==> src/rtl/alu_cmd_driver.sv <==
// Purpose : registers valid/ready ALU commands onto a combinational ALU and
//           returns the captured result/carry/zero through a response FIFO.
// Latency : 2 cycles from accept to rsp_valid; 1 command/cycle sustained.
// Backpressure: credit based. cmd_ready drops once the FIFO entries plus the
//           in-flight command reach RESP_DEPTH. A pop does not raise cmd_ready
//           in the same cycle.
//
// Optional macro: ALU_CHAIN_EN adds an accumulator. It loads on every capture.
//   With cmd_use_acc=1, alu_a comes from the accumulator, or from the live ALU
//   result when the previous command is still in the drive stage.
//
// Ports:
//   clk, rst_n                    clock, async active-low reset
//   cmd_valid/cmd_ready           command handshake
//   cmd_op/cmd_a/cmd_b            command fields
//   cmd_use_acc                   chain operand select (ALU_CHAIN_EN only)
//   alu_a/alu_b/alu_ctrl          registered ALU inputs
//   alu_result/carry_out/zero     ALU outputs, captured one cycle after accept
//   rsp_valid/rsp_ready           response handshake (FIFO head)
//   rsp_op/rsp_result/rsp_carry/rsp_zero   response fields

// Purpose : generic synchronous FIFO with occupancy count.
// Latency : write visible at head the cycle after push.
// Backpressure: none internally; the caller must never push when full.
module alu_cmd_fifo #(
  parameter int W     = 8,
  parameter int DEPTH = 4
) (
  input  logic                     clk,
  input  logic                     rst_n,
  input  logic                     push,
  input  logic [W-1:0]             push_dat,
  input  logic                     pop,
  output logic [W-1:0]             head_dat,
  output logic [$clog2(DEPTH):0]   count
);
  localparam int PW = $clog2(DEPTH);
  localparam int CW = PW + 1;

  logic [W-1:0]  mem [DEPTH];
  logic [PW-1:0] wr_ptr;
  logic [PW-1:0] rd_ptr;
  logic          do_pop;

  assign do_pop   = pop && (count != '0);
  assign head_dat = mem[rd_ptr];

  // Pointers are PW bits wide, so they wrap modulo DEPTH on their own.
  always_ff @(posedge clk or negedge rst_n) begin
    if (!rst_n) begin
      wr_ptr <= '0;
      rd_ptr <= '0;
      count  <= '0;
      for (int i = 0; i < DEPTH; i++) mem[i] <= '0;
    end else begin
      if (push) begin
        mem[wr_ptr] <= push_dat;
        wr_ptr      <= wr_ptr + PW'(1);
      end
      if (do_pop) rd_ptr <= rd_ptr + PW'(1);
      case ({push, do_pop})
        2'b10:   count <= count + CW'(1);
        2'b01:   count <= count - CW'(1);
        default: count <= count;
      endcase
    end
  end

  a_no_overflow: assert property (@(posedge clk) disable iff (!rst_n)
                                  !(push && (count == CW'(DEPTH))));
endmodule

module alu_cmd_driver #(
  parameter int DATA_W     = 4,
  parameter int RESP_DEPTH = 4
) (
  input  logic              clk,
  input  logic              rst_n,
  input  logic              cmd_valid,
  output logic              cmd_ready,
  input  logic [2:0]        cmd_op,
  input  logic [DATA_W-1:0] cmd_a,
  input  logic [DATA_W-1:0] cmd_b,
  input  logic              cmd_use_acc,
  output logic [DATA_W-1:0] alu_a,
  output logic [DATA_W-1:0] alu_b,
  output logic [2:0]        alu_ctrl,
  input  logic [DATA_W-1:0] alu_result,
  input  logic              alu_carry_out,
  input  logic              alu_zero,
  output logic              rsp_valid,
  input  logic              rsp_ready,
  output logic [2:0]        rsp_op,
  output logic [DATA_W-1:0] rsp_result,
  output logic              rsp_carry,
  output logic              rsp_zero
);
  localparam int CW = $clog2(RESP_DEPTH) + 1;
  localparam logic [2:0] OP_ADD = 3'b000;
  localparam logic [2:0] OP_SUB = 3'b001;

  typedef struct packed {
    logic [2:0]        op;
    logic [DATA_W-1:0] result;
    logic              carry;
    logic              zero;
  } rsp_t;

  typedef enum logic {S1_EMPTY = 1'b0, S1_DRIVE = 1'b1} s1_state_t;

  s1_state_t         s1_state;
  logic              s1_vld;
  logic              accept;
  logic              capture;
  logic [CW-1:0]     fifo_count;
  logic [DATA_W-1:0] next_a;
  rsp_t              push_dat;
  rsp_t              head_dat;

  assign s1_vld  = (s1_state == S1_DRIVE);
  assign accept  = cmd_valid && cmd_ready;
  assign capture = s1_vld;

  // The in-flight command already holds a FIFO slot, so the credit check
  // counts it. Only registered state is used, so there is no pop-to-ready path.
  assign cmd_ready = (fifo_count + CW'(s1_vld)) < CW'(RESP_DEPTH);

`ifdef ALU_CHAIN_EN
  logic [DATA_W-1:0] acc;

  // The previous result is not in acc yet while that command is in DRIVE,
  // so forward the live ALU output instead.
  always_comb begin
    next_a = cmd_a;
    if (cmd_use_acc) next_a = s1_vld ? alu_result : acc;
  end

  always_ff @(posedge clk or negedge rst_n) begin
    if (!rst_n)       acc <= '0;
    else if (capture) acc <= alu_result;
  end
`else
  logic unused_use_acc;
  assign unused_use_acc = cmd_use_acc;
  assign next_a         = cmd_a;
`endif

  // Drive stage: ALU inputs hold between commands. alu_ctrl also serves as the
  // op register of the command in DRIVE.
  always_ff @(posedge clk or negedge rst_n) begin
    if (!rst_n) begin
      s1_state <= S1_EMPTY;
      alu_a    <= '0;
      alu_b    <= '0;
      alu_ctrl <= '0;
    end else begin
      if (accept) begin
        alu_a    <= next_a;
        alu_b    <= cmd_b;
        alu_ctrl <= cmd_op;
      end
      case (s1_state)
        S1_EMPTY: if (accept)  s1_state <= S1_DRIVE;
        S1_DRIVE: if (!accept) s1_state <= S1_EMPTY;
        default:               s1_state <= S1_EMPTY;
      endcase
    end
  end

  // The ALU carry is only meaningful for ADD and SUB.
  always_comb begin
    push_dat.op     = alu_ctrl;
    push_dat.result = alu_result;
    push_dat.carry  = ((alu_ctrl == OP_ADD) || (alu_ctrl == OP_SUB)) ? alu_carry_out : 1'b0;
    push_dat.zero   = alu_zero;
  end

  alu_cmd_fifo #(
    .W     ($bits(rsp_t)),
    .DEPTH (RESP_DEPTH)
  ) u_rsp_fifo (
    .clk      (clk),
    .rst_n    (rst_n),
    .push     (capture),
    .push_dat (push_dat),
    .pop      (rsp_ready),
    .head_dat (head_dat),
    .count    (fifo_count)
  );

  assign rsp_valid  = (fifo_count != '0);
  assign rsp_op     = head_dat.op;
  assign rsp_result = head_dat.result;
  assign rsp_carry  = head_dat.carry;
  assign rsp_zero   = head_dat.zero;
endmodule

==> config.mk <==
export PLATFORM = sky130hd
export DESIGN_NAME = alu_cmd_driver
export DESIGN_NICKNAME = d
export VERILOG_FILES = /design/src/rtl/alu_cmd_driver.sv
export SDC_FILE = /design/constraint.sdc
export NUM_CORES = 1
export LEC_CHECK = 0
export ABC_CLOCK_PERIOD_IN_PS = 1700
export CAP_MARGIN = 5
export CORE_UTILIZATION = 47
export CTS_CLUSTER_SIZE = 40
export DETAILED_ROUTE_END_ITERATION = 10
export GPL_ROUTABILITY_DRIVEN = 0
export PLACE_DENSITY = 0.75
export SYNTH_ARGS = -nofsm -noshare
export SYNTH_HDL_FRONTEND = slang
export SYNTH_SLANG_ARGS = --single-unit
==> constraint.sdc <==
create_clock -name clk -period 1.7 [get_ports clk]
set_clock_uncertainty 0.1 [all_clocks]
set_input_delay 0.17 -clock clk [delete_from_list [all_inputs] [get_ports clk]]
set_output_delay 0.17 -clock clk [all_outputs]
set_load 0.005 [all_outputs]
# After elaboration in Yosys (flattened, before gate mapping)
# Cells that the tools add are included.
[totals] register_bits=55 in_bits=22 out_inout_bits=22 elab_cells=41
[op_classes] addsub=5 order_cmp=4 n_eq_ne=3 n_mux=9 bitwise=2 n_reduce_logical=7
[op_table] op="$bwmux 36" count=1
[op_table] op="$mux 9" count=3
[op_table] op="$bmux 9 s2" count=1
[op_table] op="$demux 9 s2" count=1
[op_table] op="$ge 3x3->1 const B" count=2
[op_table] op="$not 2->3" count=2
[op_table] op="$pmux 3 s2" count=1
[op_table] op="$add 2x1->2 const B" count=2
[op_table] op="$add 3x1->3" count=1
[op_table] op="$add 3x1->3 const B" count=1
[op_table] op="$eq 3x1->1 const B" count=1
[op_table] op="$logic_and 1x1->1" count=3
[op_table] op="$logic_not 3->1" count=1
[op_table] op="$lt 3x1->1 const B" count=1
[op_table] op="$lt 3x3->1 const B" count=1
[op_table] op="$reduce_bool 3->1" count=1
[op_table] op="$sub 3x1->3 const B" count=1
[op_table] op="$eq 2x1->1 const B" count=1
[op_table] op="$eq 2x2->1 const B" count=1
[op_table] op="$mux 1" count=2
[op_table] op="$reduce_bool 2->1" count=1
[op_table] op="$logic_or 1x1->1" count=1

# Longest topological paths before layout
# Gate-level depths: netlist (run 1).
[logic_depth] word_depth=6 depth_mapped=8 mapped_depth_nobuf=7

# By module
# From an unflattened synthesis (run 1), not the netlist that was laid out.
[unflattened] cells_unflattened=153 hier_area_um2=2444.8
[modules_own_cells] mod="alu_cmd_fifo" instances=1 cells_per_inst=119 area_per_inst_um2=1929.4 seq_area_each_um2=1076.0
[modules_own_cells] mod="alu_cmd_driver" instances=1 cells_per_inst=34 area_per_inst_um2=515.5 seq_area_each_um2=300.3

# Worst setup path before layout (run 1)
# OpenSTA, ideal clock, no wires.
[synth_timing] path_type="flip-flop to flip-flop" start="reg u_rsp_fifo.count[0]" end="reg u_rsp_fifo.count[2]" setup_time_ns=0.127 arrival_ns=1.536 required_ns=1.473 setup_slack_ns=-0.062 stages_incl_launch_ff=8 path_buffers=0 period_less_slack_ns=1.762 path_cell_list="dfrtp_1 -> o31a_2 -> ha_1 -> inv_1 -> fa_1 -> xor2_1 -> nor2_1 -> xor2_1"
[synth_between] elab_chain_len=4 word_cells_on_any_way=8 cone_classes="add/sub (2); eq/ne (2); mux (1); reduce/logical (3)"
[synth_rtl] item="start, declared" line_no="35" rtl="output logic [$clog2(DEPTH):0] count"
[synth_rtl] item="start signal, assigned" line_no="62" rtl="2'b10: count <= count + CW'(1);"
[synth_rtl] item="start signal, assigned" line_no="63" rtl="2'b01: count <= count - CW'(1);"
[synth_rtl] item="start signal, assigned" line_no="64" rtl="default: count <= count;"
[synth_rtl] item="$reduce_bool 3->1 *" line_no="45" rtl="assign do_pop = pop && (count != '0);"
[synth_rtl] item="$logic_and 1x1->1 *" line_no="45"
[synth_rtl] item="named net u_rsp_fifo.do_pop" line_no="43" rtl="logic do_pop;"
[synth_rtl] item="$eq 2x1->1 or $eq 2x2->1 (tied branches)" line_no="61" rtl="case ({push, do_pop})"
[synth_rtl] item="$pmux 3 s2 or $reduce_bool 2->1 (tied branches)"
# Mark *: on every way through the listed nets, which the timed path passes. The rest lies on a longest branch.
# A chain may end at the register's enable or synchronous reset.

# Worst setup path after layout (run 1)
[layout_timing] start="reg u_rsp_fifo.rd_ptr[0]" end="out rsp_result[0]"
[layout_between] elab_chain_len=4
[layout_rtl] item="start, declared" line_no="42" rtl="logic [PW-1:0] rd_ptr;"
[layout_rtl] item="start signal, assigned" line_no="60" rtl="if (do_pop) rd_ptr <= rd_ptr + PW'(1);"
[layout_rtl] item="$not 2->3 (not written as such)" line_no="46" rtl="assign head_dat = mem[rd_ptr];"
[layout_rtl] item="$bmux 9 s2" line_no="46"
[layout_rtl] item="$mux 9 (not written as such) (2 in a row)" line_no="46"
[layout_rtl] item="end, declared" line_no="94" rtl="output logic [DATA_W-1:0] rsp_result,"
# No other way between the ends. The select of a mux whose other input is x is not followed.

==> results of run 1 <==
layout by cell type, fill, tap and decap left out, types with 2 or more instances in the layout:
cell type | netlist | layout
mux2_4 | 9 | 11
clkbuf_8 | 0 | 5
buf_12 | 1 | 2
o21ai_0 | 5 | 5
inv_1 | 6 | 5
mux2_2 | 34 | 32
clkinv_2 | 0 | 2
dfrtp_1 | 55 | 55
ha_1 | 5 | 4
xnor2_1 | 2 | 2
nand2_1 | 12 | 12
clkdlybuf4s50_1 | 0 | 30
nor2_1 | 2 | 2
buf_4 | 3 | 16
buf_2 | 1 | 10
buf_6 | 1 | 16
xor2_1 | 5 | 5
mux4_2 | 9 | 9
cells in the mapped netlist (all sizes together):
library cell  count
or2b              1
o21ai             5
fa                1
o31a              1
nand3             1
mux2             43
xnor2             2
mux2i             2
dfrtp            55
nor2              2
nand2            12
inv               6
buf               6
xor2              5
or3               1
mux4              9
ha                5
clkbuf            1
sequential cells by signal (all words and copies together), names as in the netlist:
name / cells
u_rsp_fifo.mem: 36
u_rsp_fifo.rd_ptr: 2
alu_a: 4
alu_ctrl: 3
u_rsp_fifo.wr_ptr: 2
capture: 1
u_rsp_fifo.count: 3
alu_b: 4
cells by family (layout without fill, tap and decap cells):
family / count (synthesis) / count (layout) / synth area share
flip-flops: 55 / 55 / 0.5553
multiplexers: 54 / 54 / 0.3039
AND/OR/NAND/NOR: 17 / 17 / 0.03433
buffers and inverters: 13 / 90 / 0.03432
XOR/XNOR: 7 / 7 / 0.02474
adder cells (fa/ha/maj): 6 / 6 / 0.03332
AO/OA/AOI/OAI: 6 / 6 / 0.01413
layout make-up:
cell class,count,area share
clock buffer,5,0.02054
clock inverter,3,0.005601
inverter,6,0.006721
multi-input combinational,90,0.3137
sequential,55,0.4108
tap,70,0.02614
timing repair buffer,76,0.2166
critical path, cell delays in order, from the launching register on:
cell and delay (ps):
dfrtp_1 380, buf_6 140, buf_6 100, mux4_2 490, buf_2 140
layer usage:
layer / vias up / GRT usage / wire length [um]
met5: - / 0 / 0
met4: 0 / 0.05451 / 55
met3: 8 / 0.05087 / 219
met2: 36 / 0.3674 / 2792
met1: 785 / 0.2263 / 1929
li1: 704 / - / -
power by group:
part	switching, mW	leakage [nW]	internal, mW	total, mW
Combinational	1.12	0.794	2.12	3.24
Clock	0.421	0.0483	0.291	0.712
Sequential	0.425	0.656	1.97	2.40
how the worst max path moves through the flow:
stage | startpoint | end | slack [ps] | cells after the start
floorplan | u_rsp_fifo.count[1] | u_rsp_fifo.count[2] | -30 | 7
detailed placement | rsp_ready | u_rsp_fifo.count[2] | -330 | 8
finish | u_rsp_fifo.rd_ptr[0] | rsp_result[0] | -130 | 4
global route | u_rsp_fifo.count[0] | u_rsp_fifo.count[2] | -210 | 8
CTS | u_rsp_fifo.rd_ptr[0] | rsp_carry | -200 | 4
global placement | rsp_ready | u_rsp_fifo.count[2] | -200 | 8
per-stage QoR:
step	hold slack [ps]	instance area, um2	cells
floorplan	-225.6	2491	158
global placement	80.10	3107	283
detailed placement	97.31	3107	283
CTS	295.0	3273	301
global route	357.4	3351	305
finish	295.7	3351	305
repair_timing:
action | CTS | global route
hold buffers | 1 | 0
setup buffers | 9 | 4
setup endpoints to repair | 13 | 23
gates resized for setup | 54 | 11
gates cloned | 0 | 1
pin swaps | 5 | 2
hold endpoints to repair | 55 | 0
==> metrics.md, run 1 <==
| Metric | Value |
|---|---|
| Outcome | `finished with violations` |
| Failing checks | `setup timing` |
| Drt first-iter violations | `68` |
| Num ports | `44` |
| Post-Syn Instances | `158` |
| Seq cells post-synth | `55` |
| FF+latch area | `0.001376 mm2` |
| Power after layout | `6.353 mW` |
| Post-DP HPWL | `3484 um` |
| Sum of negative setup slack | `-1274 ps` |
| Top post-synthesis cells by area | `dfrtp_1 (56%), mux2_2 (15%), mux4_2 (8.2%)` |
| DP Worst Slack | `-327.8 ps` |
| Area share of the largest cell type after synthesis | `0.5553` |
| RR Startpoint | `u_rsp_fifo.count[0]` |
| Starting density of the core | `0.4853` |
| Die height | `74.62 um` |
| Relative max-transition margin | `0.8114` |
| Worst-Skew Late Latency | `310 ps` |
| Worst slew pin tran | `282.8 ps` |
| Largest area contributor in the netlist | `dfrtp_1` |
| YS warnings | `0` |
| Critical path type | `reg2out` |
| RSZ-0062 raised after global routing | `yes` |
| Share of layout cells above drive strength 1 | `0.4766` |
| Core area | `0.005107 mm2` |
| Avg Inst Size Synth | `15.69 um2` |
| Sequential share of the synthesized area | `0.5553` |
| 1st-pass router iterations | `4` |
| Initial antenna violation count | `0` |
| Fmax | `545.4 MHz` |
| Die footprint | `0.005568 mm2` |
| Hold violation total from the final report | `0` |
| Vias per inst | `5.026` |
| Worst-path clk slew | `90 ps` |
| Worst-path maximum fanout | `5` |
| LEAKAGE | `1.498 nW` |
| Antenna Cells | `0` |
| H-Tree Depth | `2` |
| Worst Path Required | `1430 ps` |
| Die X | `74.62 um` |
| Clock buffer depth | `2` |
| Filler cells | `377` |
| Num rows | `26` |
| Nets@finish | `262` |
| CP startpoint kind | `flip-flop` |
| Clock sink count | `55` |
| Syn nets | `186` |
| Multi-input gate area | `0.001051 mm2` |
| Synthesized cell area | `0.002479 mm2` |
| Root Driver | `clkbuf_8` |
| Num CTS Buffers | `5` |
| Final setup margin | `-133.6 ps` |
| Max-cap violations | `0` |
| Largest net degree at the start of global routing | `56` |
| R2r worst-path depth | `6` |
| RR Endpoint | `u_rsp_fifo.count[1]` |
| Distinct cell type count of the synthesized netlist | `23` |
| Crit path DAT | `1560 ps` |
| Detailed-route DRC error count | `0` |
| CTS tree | `done` |
| Worst Setup End Kind | `output port` |
| Final period utilization | `1.079` |
| Via count | `1533` |
| Pwr dens | `1896 mW/mm2` |
| Pins Over Slew Limit | `0` |
| Period minus WS final | `1834 ps` |
| First-pass GRT wire length | `7955 um` |
| Tot GR Track Use | `0.1983` |
| Reg2reg setup slack | `-130 ps` |
| Core Util, Final | `0.6561` |
| Gr ovfl total | `0` |
| WL per Instance | `16.38 um` |
| Antenna viol nets, final | `0` |
| Final setup viols | `17` |
| I/O Buffers | `42` |
| Hold Crit Class | `in2async` |
| IR drop worst, VDD | `0.9724 mV` |
| Vias in the first global route | `1635` |
| Area Overhead vs Synth | `35.18%` |
| Final WL | `4996 um` |
Note: power is estimated with default switching activity, not from simulation.
==> run 2: changes to the inputs <==
- CELL_PAD_IN_SITES_DETAIL_PLACEMENT: unset -> 0
- CELL_PAD_IN_SITES_GLOBAL_PLACEMENT: unset -> 2
- CORE_UTILIZATION: 47 -> 33
- CTS_CLUSTER_SIZE: 40 -> 30
- GPL_ROUTABILITY_DRIVEN: 0 -> unset
- PLACE_DENSITY: 0.75 -> unset
- PLACE_DENSITY_LB_ADDON: unset -> 0.1
==> metrics.md, run 2 (synthesis results as in run 1) <==
| Metric | Value |
|---|---|
| Via count | `1533` |
| Worst Path Required | `1430 ps` |
| Sum of negative setup slack | `-1662 ps` |
| Antenna viol nets, final | `0` |
| Failing checks | `setup timing` |
| Placer Congestion | `0.7650` |
| Largest net degree at the start of global routing | `56` |
| Final setup viols | `21` |
| Final setup margin | `-151.6 ps` |
| Antenna Cells | `0` |
| Clock buffer depth | `2` |
| Period minus WS final | `1852 ps` |
| DP Cell Count | `308` |
| Die height | `88.67 um` |
| Largest registers | `u_rsp_fifo.mem (36), alu_a (4), alu_b (4)` |
| Most common cell after layout, fill and taps aside | `dfrtp_1` |
| Starting density of the core | `0.3417` |
| Worst Hold Slack | `274.4 ps` |
| Power after layout | `6.645 mW` |
| Top reg by flops | `u_rsp_fifo.mem` |
| Num CTS Buffers | `5` |
| Share of layout cells above drive strength 1 | `0.5000` |
| Initial antenna violation count | `0` |
| Die footprint | `0.007861 mm2` |
| Core Util, Final | `0.4815` |
| Crit path DAT | `1580 ps` |
| Die X | `88.67 um` |
| Gr ovfl total | `0` |
| Max-cap violations | `0` |
| Fmax | `540.1 MHz` |
| Vias in the first global route | `1733` |
| Worst Setup End Kind | `output port` |
| Detailed-route DRC error count | `0` |
| Max reg flops | `36` |
| CTS tree | `done` |
| Root Driver | `clkbuf_8` |
| Num ports | `44` |
| I/O Buffers | `42` |
| Pwr dens | `1903 mW/mm2` |
| WL per Instance | `15.74 um` |
| H-Tree Depth | `2` |
| DP Worst Slack | `-276.9 ps` |
| IR drop worst, VDD | `0.7389 mV` |
| RSZ-0062 raised after global routing | `yes` |
| Worst-Skew Late Latency | `310 ps` |
| Final period utilization | `1.089` |
| Vias per inst | `4.549` |
| Worst slew pin tran | `307.2 ps` |
| Core area | `0.007253 mm2` |
| Worst-path clk slew | `110 ps` |
| Cell area after placement | `0.003163 mm2` |
| CP startpoint kind | `flip-flop` |
| Filler cells | `660` |
| Clock sink count | `55` |
| Final Non-Filler Cells | `337` |
| Design area | `0.003492 mm2` |
| Num rows | `31` |
| Worst-path maximum fanout | `5` |
| Hold violation total from the final report | `0` |
| Drt first-iter violations | `36` |
| LEAKAGE | `1.546 nW` |
| Final WL | `5305 um` |
| 1st-pass router iterations | `4` |
| Area Overhead vs Synth | `40.89%` |
| Tot GR Track Use | `0.1519` |
| Post-DP HPWL | `3460 um` |
| First-pass GRT wire length | `8673 um` |
| Hold Crit Class | `in2async` |
| Most frequent cells in the layout | `dfrtp_1 (52), mux2_2 (34), clkdlybuf4s50_1 (30)` |
| Pins Over Slew Limit | `0` |
| Relative max-transition margin | `0.7952` |
| Nets@finish | `265` |
| Critical path type | `reg2out` |
| Outcome | `finished with violations` |
## run 2: changes by cell type in the layout (fill, tap and decap cells not counted), moves of 2 or more
cell / delta
buf_12: +6
dfrtp_2: +3
mux2_4: -2
dfrtp_1: -3
buf_6: -6
mux2_2: +2
clkinv_2: -2
buf_4: +2
## run 2: power by group
group / switching [mW] / internal [mW]
sequential: 0.409 / 1.98
combinational: 1.13 / 2.20
clock: 0.444 / 0.485
## run 2: layout make-up
class,instances,area [um2],area share
clock buffers,6,82.58,0.02365
flip-flops and latches,55,1380,0.3952
well taps,99,123.9,0.03547
clock inverters,2,38.79,0.01111
inverters,6,22.52,0.006449
multi-input cells,90,1044,0.2988
repair buffers,79,800.8,0.2293
## run 2: final timing paths
kind	start	to	slack, ps	cells after the start
setup / recovery	u_rsp_fifo.rd_ptr[0]	rsp_carry	-150	4
hold / removal	rst_n	u_rsp_fifo.mem[29]	270	3
setup reg to reg	u_rsp_fifo.count[1]	u_rsp_fifo.count[1]	-90	5
hold reg to reg	u_rsp_fifo.mem[1]	u_rsp_fifo.mem[1]	390	2
max in group asynchronous	rst_n	alu_ctrl[2]	940	3
min in group clk	cmd_op[0]	alu_ctrl[0]	360	2
## run 2: metal layers
metal / track usage / wire [um] / up-vias
met2: 0.2846 / 2911 / 30
met5: 0 / 0 / -
li1: - / - / 715
met4: 0.03079 / 35 / 0
met3: 0.03265 / 192 / 4
met1: 0.1783 / 2166 / 784
## run 2: repair_timing
item / in CTS / in global routing
pin swaps: 5 / 6
setup buffers: 18 / 2
hold buffers: 1 / 0
gates cloned: 1 / 0
hold endpoints to repair: 55 / 0
endpoints found under the setup margin: 22 / 25
gates resized for setup: 58 / 4
## run 2: worst max-delay path: stages, from the launching register on
cell and delay (ps):
dfrtp_1 390, buf_6 140, buf_6 110, mux4_2 490
buf_2 140
==> run 3: changes to the inputs <==
- CTS_BUF_LIST: unset -> sky130_fd_sc_hd__clkbuf_8 sky130_fd_sc_hd__clkbuf_16
==> results of run 3 <==
Same layout as run 2: the final DEF is identical, and so are final timing and power.
